--- src/rtl/alu_rr_arbiter.sv ---
// Round-robin front end that shares one fixed-latency select_action ALU between NUM_REQ
// requesters, with one operation in flight at a time.
module alu_rr_arbiter #(
    parameter int unsigned BITS    = 16,
    parameter int unsigned NUM_REQ = 2,
    parameter int unsigned ALU_LAT = 2,
    parameter int unsigned OP_W    = 2
) (
    input  logic                      clk,
    input  logic                      rst,
    input  logic [NUM_REQ-1:0]        req_valid,
    output logic [NUM_REQ-1:0]        req_ready,
    input  logic [NUM_REQ*OP_W-1:0]   req_op,
    input  logic [NUM_REQ*BITS-1:0]   req_sw,
    output logic [NUM_REQ-1:0]        rsp_valid,
    input  logic [NUM_REQ-1:0]        rsp_ready,
    output logic [BITS-1:0]           rsp_data,
    output logic [OP_W-1:0]           alu_sel,
    output logic [BITS-1:0]           alu_sw,
    input  logic [BITS-1:0]           alu_led,
    output logic                      busy
);

    localparam int unsigned PTR_W = $clog2(NUM_REQ);
    localparam int unsigned CNT_W = $clog2(ALU_LAT + 2);
    localparam logic [PTR_W:0]   NUM_REQ_W = NUM_REQ[PTR_W:0];
    localparam logic [CNT_W-1:0] LAT_C     = ALU_LAT[CNT_W-1:0];
    localparam logic [OP_W-1:0]  OP_RESET  = '0;

    typedef enum logic [1:0] {StIdle, StWait, StResp} state_t;

    state_t              state_q, state_d;
    logic [PTR_W-1:0]    rr_ptr_q, rr_ptr_d;
    logic [PTR_W-1:0]    owner_q, owner_d;
    logic [CNT_W-1:0]    cnt_q, cnt_d;
    logic [OP_W-1:0]     alu_sel_q, alu_sel_d;
    logic [BITS-1:0]     alu_sw_q, alu_sw_d;
    logic [NUM_REQ-1:0]  rsp_valid_q, rsp_valid_d;
    logic [BITS-1:0]     rsp_data_q, rsp_data_d;

    logic                grant_found;
    logic [PTR_W-1:0]    grant_idx;
    logic [PTR_W:0]      scan_idx;
    logic [PTR_W:0]      ptr_inc;
    logic [OP_W-1:0]     grant_op;
    logic [BITS-1:0]     grant_sw;

    // First pending requester at or after rr_ptr, wrapping around.
    always_comb begin
        grant_found = 1'b0;
        grant_idx   = '0;
        scan_idx    = '0;
        for (int k = 0; k < NUM_REQ; k++) begin
            scan_idx = {1'b0, rr_ptr_q} + k[PTR_W:0];
            if (scan_idx >= NUM_REQ_W) begin
                scan_idx = scan_idx - NUM_REQ_W;
            end
            if (!grant_found && req_valid[scan_idx[PTR_W-1:0]]) begin
                grant_found = 1'b1;
                grant_idx   = scan_idx[PTR_W-1:0];
            end
        end
    end

    always_comb begin
        grant_op = '0;
        grant_sw = '0;
        for (int k = 0; k < NUM_REQ; k++) begin
            if (grant_idx == k[PTR_W-1:0]) begin
                grant_op = req_op[k*OP_W +: OP_W];
                grant_sw = req_sw[k*BITS +: BITS];
            end
        end
    end

    always_comb begin
        req_ready = '0;
        if (state_q == StIdle && !rst && grant_found) begin
            req_ready[grant_idx] = 1'b1;
        end
    end

    always_comb begin
        state_d     = state_q;
        rr_ptr_d    = rr_ptr_q;
        owner_d     = owner_q;
        cnt_d       = cnt_q;
        alu_sel_d   = alu_sel_q;
        alu_sw_d    = alu_sw_q;
        rsp_valid_d = rsp_valid_q;
        rsp_data_d  = rsp_data_q;
        ptr_inc     = {1'b0, grant_idx} + 1'b1;
        unique case (state_q)
            StIdle: begin
                if (grant_found) begin
                    alu_sel_d = grant_op;
                    alu_sw_d  = grant_sw;
                    owner_d   = grant_idx;
                    rr_ptr_d  = (ptr_inc >= NUM_REQ_W) ? '0 : ptr_inc[PTR_W-1:0];
                    cnt_d     = '0;
                    state_d   = StWait;
                end
            end
            StWait: begin
                if (cnt_q == LAT_C) begin
                    rsp_data_d           = alu_led;
                    rsp_valid_d          = '0;
                    rsp_valid_d[owner_q] = 1'b1;
                    state_d              = StResp;
                end else begin
                    cnt_d = cnt_q + 1'b1;
                end
            end
            StResp: begin
                if (rsp_ready[owner_q]) begin
                    rsp_valid_d = '0;
                    alu_sel_d   = OP_RESET;
                    alu_sw_d    = '0;
                    state_d     = StIdle;
                end
            end
            default: state_d = StIdle;
        endcase
    end

    always_ff @(posedge clk or posedge rst) begin
        if (rst) begin
            state_q     <= StIdle;
            rr_ptr_q    <= '0;
            owner_q     <= '0;
            cnt_q       <= '0;
            alu_sel_q   <= OP_RESET;
            alu_sw_q    <= '0;
            rsp_valid_q <= '0;
            rsp_data_q  <= '0;
        end else begin
            state_q     <= state_d;
            rr_ptr_q    <= rr_ptr_d;
            owner_q     <= owner_d;
            cnt_q       <= cnt_d;
            alu_sel_q   <= alu_sel_d;
            alu_sw_q    <= alu_sw_d;
            rsp_valid_q <= rsp_valid_d;
            rsp_data_q  <= rsp_data_d;
        end
    end

    assign alu_sel   = alu_sel_q;
    assign alu_sw    = alu_sw_q;
    assign rsp_valid = rsp_valid_q;
    assign rsp_data  = rsp_data_q;
    assign busy      = (state_q != StIdle);

endmodule

--- config.mk ---
export PLATFORM = sky130hd
export DESIGN_NAME = alu_rr_arbiter
export DESIGN_NICKNAME = d
export VERILOG_FILES = /design/src/rtl/alu_rr_arbiter.sv
export SDC_FILE = /design/constraint.sdc
export NUM_CORES = 1
export LEC_CHECK = 0
export BUFFER_PORTS_ARGS = -buffer_cell sky130_fd_sc_hd__buf_2
export CORE_UTILIZATION = 48
export CTS_CLUSTER_SIZE = 14
export DETAILED_ROUTE_END_ITERATION = 16
export GPL_TIMING_DRIVEN = 0
export PLACE_DENSITY = 0.84
export SETUP_SLACK_MARGIN = 0.1
export SYNTH_ARGS = -nofsm -noshare
export SYNTH_HDL_FRONTEND = slang
export SYNTH_SLANG_ARGS = --single-unit
export TNS_END_PERCENT = 5
--- constraint.sdc ---
create_clock -name clk -period 2.72 [get_ports clk]
set_input_delay 0.544 -clock clk [delete_from_list [all_inputs] [get_ports clk]]
set_output_delay 0.544 -clock clk [all_outputs]
set_load 0.03 [all_outputs]
# Yosys cells after proc, flatten, opt, wreduce, memory -nomap -nowiden
# Index checks and enable logic that the tools add are counted.
[totals]
register_bits = 42
[op_classes]
reduce_logical = 18
magnitude_cmp = 9
n_mux = 34
eq_ne = 7
addsub = 5
[ops]
columns = ["op", "n"]
rows = [
  ["$mux 16", 3],
  ["$pmux 16 s2", 1],
  ["$mux 2", 9],
  ["$mux 1", 15],
  ["$pmux 2 s2", 3],
  ["$reduce_and 3->1", 4],
  ["$lt 1x2->1 const B", 4],
  ["$ne 2x2->1 const B", 4],
  ["$reduce_bool 2->1", 4],
  ["$pmux 2 s3", 1],
  ["$logic_and 1x1->1", 5],
  ["$add 1x1->2 const B", 2],
  ["$eq 2x2->1 const B", 2],
  ["$ge 2x2->1 const B", 2],
  ["$reduce_and 2->1", 2],
  ["$add 2x1->2 const B", 1],
  ["$demux 1 s1", 2],
  ["$eq 2x1->1 const B", 1],
  ["$ge 1x1->1 const B", 2],
  ["$ge 1x2->1 const B", 1],
  ["$logic_not 1->1", 2],
  ["$logic_not 2->1", 1],
  ["$sub 1x1->1 const B", 2],
]

# Longest topological paths before layout
[depth]
ltp_word = 13
depth_mapped = 6
ltp_nobuf = 5

# Least setup slack after synthesis
# OpenSTA, ideal clock, no wires.
[synth_path]
path_type = "register to output"
start = "register state_q[1]"
end = "output req_ready[0]"
arrival_time_ns = 1.569
n_path_buf = 1
stages_incl_launch_ff = 5
path_slack_ns = 0.607
path_cell_list = "dfrtp_1 > or2_1 > o21bai_4 > buf_6 > nor3b_2"
[synth_via]
elab_chain_cells = 4
[synth_rtl]
columns = ["element", "line_no", "rtl"]
rows = [
  ["from (decl)", "32", "state_t state_q, state_d;"],
  ["from (signal assigned)", "128", "state_q <= StIdle;"],
  ["from (signal assigned)", "137", "state_q <= state_d;"],
  ["$logic_not 2->1", "78", "if (state_q == StIdle && !rst && grant_found) begin"],
  ["$logic_and 1x1->1 (2 in a row)", "78", ""],
  ["$mux 2", "78", ""],
  ["to (decl)", "12", "output logic [NUM_REQ-1:0] req_ready,"],
]
# No other way between the ends.

# Final worst setup path
# Ends and elaborated chain as after synthesis.

==> flow_metrics.env <==
export IMPL_outcome="finished, final reports clean"
export IMPL_finalSetupViolCount=0
export IMPL_tightest_slew_ns=0.8236
export IMPL_grt_pass1_wl_um=5975
export IMPL_antenna_found_initial=0
export IMPL_grt_pass1_vias=1335
export IMPL_critPathArrivalTime_ns=1.70
export IMPL_layout_drive_gt1_share=0.5472
export IMPL_synth_cells=150
export IMPL_synthArstFlopShare=1.000
export IMPL_cp_max_fo=10
export IMPL_synth_top_cell_area_share=0.5574
export IMPL_synthesis_nets=209
export IMPL_clk_pin_slew_ns=0.07
export IMPL_drt_iter0_markers=19
export IMPL_dpl_hpwl_um=2931
export IMPL_power_leakage_uw=0.001341
export IMPL_timing_setup_tns_ns=0
export IMPL_place_area_um2=2426
export IMPL_cts_sinks=42
export IMPL_cts_buffer_depth=2
export IMPL_cp_depth=5
export IMPL_cts_tree="yes"
export IMPL_slew_viol_final=0
export IMPL_core_um2=3716
export IMPL_area_growth_syn_to_layout_pct=34.31
export IMPL_drt_wl_total_um=3707
export IMPL_die_h_um=64.68
export IMPL_max_slew_margin=0.4501
export IMPL_final_nets=312
export IMPL_power_switching_share=0.4329
export IMPL_critPathTopFamily="flip-flops"
export IMPL_rows=22
export IMPL_peakVddDrop_uv=580.6
export IMPL_hold_path_class="in2async"
export IMPL_vias=1482
export IMPL_rsz0062_at_grt="false"
export IMPL_dp_slack_ns=0.6580
export IMPL_numCtsBuffers=5
export IMPL_holdBufCountCts=0
export IMPL_worst_path_largest_cell_delay_ns=0.41
export IMPL_ant_nets=0
export IMPL_p_sw_uw=1405
export IMPL_place_gp_congestion=0.7178
export IMPL_drt_pass1_iter_count=3
export IMPL_avgSynthCellArea_um2=12.57
export IMPL_port_buffers=96
export IMPL_crit_required_ns=2.18
export IMPL_ff2ff_path_depth=5
export IMPL_max_freq_ghz=0.4462
export IMPL_fin_crit_sh=0.8239
export IMPL_synthTopCellsByCount="dfrtp_1 (42), nand2_1 (23), mux2i_1 (19), mux2_2 (17), o22ai_1 (17)"
export IMPL_synth_ff_type="dfrtp_1"
export IMPL_seq_area_frac_synth=0.5574
export IMPL_start_util=0.5074
export IMPL_vias_per_cell=4.907
export IMPL_fp_dieW_um=64.68
export IMPL_synth_cell_type_count=21
export IMPL_grt_overflow_total=0
export IMPL_drv_cap=0
export IMPL_synth_edff_count=0
export IMPL_grt_usage=0.1980
export IMPL_ys_warn_count=0
export IMPL_post_cts_setup_buffers=0
export IMPL_worstSetupStartpoint="state_q[1]"
export IMPL_ys_ff_latch=42
export IMPL_clk_latency_ns=0.29
export IMPL_cpMaxStageDelayCell="dfrtp_1"
export IMPL_synth_top_area_cell="dfrtp_1"
export IMPL_combPwrFrac=0.519
export IMPL_r2r_setup_slack_ns=1.25
export IMPL_synth_most_common_cell="dfrtp_1"
export IMPL_num_antenna_cells=0
export IMPL_grt_max_degree=43
export IMPL_path_cells="or2_1 > o21bai_4 > buf_6 > nor3b_2 > buf_2"
export IMPL_crit_end="req_ready[0]"
export IMPL_cts_max_level=2
export IMPL_cp_num_buf_inv=2
export IMPL_io_pins=97
export IMPL_drc=0
export IMPL_final_hold_viol_count=0
export IMPL_power_density_nw_per_um2=1282
export IMPL_crit_path_end_kind="primary output"
export IMPL_ctsResizeCount=0
export IMPL_cts_root_buf="clkbuf_8"
export IMPL_clkPwrFrac=0.144
export IMPL_r2r_end="rsp_data[15]"
export IMPL_routedWlPerCell_um=12.27
export IMPL_post_route_min_period_ns=2.241
export IMPL_fill_cells=329
export IMPL_ys_top_cells_by_area="dfrtp_1 (56%), mux2_2 (10%), mux2i_1 (10%)"
export IMPL_seqPwrFrac=0.337
export IMPL_r2r_start="cnt_q[0]"
export IMPL_multiInputGateArea_um2=744.5
export IMPL_p_int_uw=1841
export IMPL_path_class="reg2out"
export IMPL_seqCellArea_um2=1051
export IMPL_stdcell_area_um2=2532
export IMPL_start_kind="flip-flop"
export IMPL_fin_skew_ns=0.006688
export IMPL_layout_setup_ws_ns=0.4790
export IMPL_syn_area_um2=1886
export IMPL_fp_dieArea_um2=4183
layout by cell type, fill, tap and decap left out:
cell,count
nor3b_2,1
o22ai_2,3
o22ai_1,17
inv_1,2
nand2_1,23
mux2i_1,19
o21ai_4,1
or2_1,1
or3b_2,1
clkbuf_8,5
nor3_2,1
buf_6,4
dfrtp_1,42
inv_2,2
clkbuf_1,2
mux2_2,17
nand3b_1,2
o21ai_0,3
nand3_1,2
bufinv_16,1
nor3b_1,1
buf_2,102
o21bai_4,1
ha_1,1
worst min path at each step:
stage / endpoint / slack (ns) / depth (start not counted)
2_1_floorplan: cnt_q[0] / 0.46 / 1
3_3_place_gp: cnt_q[0] / 0.48 / 1
3_5_place_dp: cnt_q[0] / 0.48 / 1
4_1_cts: alu_sw[1] / 0.48 / 2
5_1_grt: rsp_data[13] / 0.48 / 2
6_report: alu_sw[3] / 0.45 / 2
sequential cells by signal, indices dropped and copies added, names as in the netlist:
| name | flops |
|---|---|
| alu_sw | 16 |
| rr_ptr_q | 1 |
| cnt_q | 2 |
| alu_sel | 2 |
| state_q | 2 |
| owner_q | 1 |
| rsp_data | 16 |
| rsp_valid | 2 |
cell type report:
type,instances,area share
Sequential cell,42,0.4150
Multi-Input combinational cell,94,0.2940
Timing Repair Buffer,96,0.1897
Clock buffer,7,0.03014
Buffer,10,0.02964
Tap cell,48,0.02372
Clock inverter,1,0.01186
Inverter,4,0.005929
stage by stage:
step / util / hold slack [ns] / std cells / power, uW
floorplan: - / 0.4574 / 150 / 2344
global placement: 0.6529 / 0.4754 / 294 / 2768
detailed placement: 0.6529 / 0.4803 / 294 / 2815
CTS: 0.6815 / 0.4758 / 302 / 3281
global route: 0.6815 / 0.4772 / 302 / 3458
finish: 0.6815 / 0.4471 / 302 / 3246
per-layer routing:
layer,vias up,GRT usage,part of all wire
li1,741,-,-
met1,658,0.2313,0.42
met2,74,0.3197,0.47
met3,9,0.06514,0.079
met4,0,0.1111,0.029
met5,-,0,0
power groups by stage:
stage          Sequential, uW  Clock [uW]  Combinational (uW)
4_1_cts                  1100         476                1710
2_1_floorplan            1630           0                 714
5_1_grt                  1130         505                1820
3_3_place_gp             1100           0                1670
6_report                 1100         466                1690
3_5_place_dp             1110           0                1710
kinds of logic after synthesis:
family,Yosys count,synth area share
flops,42,0.5574
fa+ha+maj,1,0.006635
simple gates,32,0.08295
mux,36,0.2024
compound gates,25,0.1029
buf+inv,14,0.04777
(Power assumes the default switching activity.)
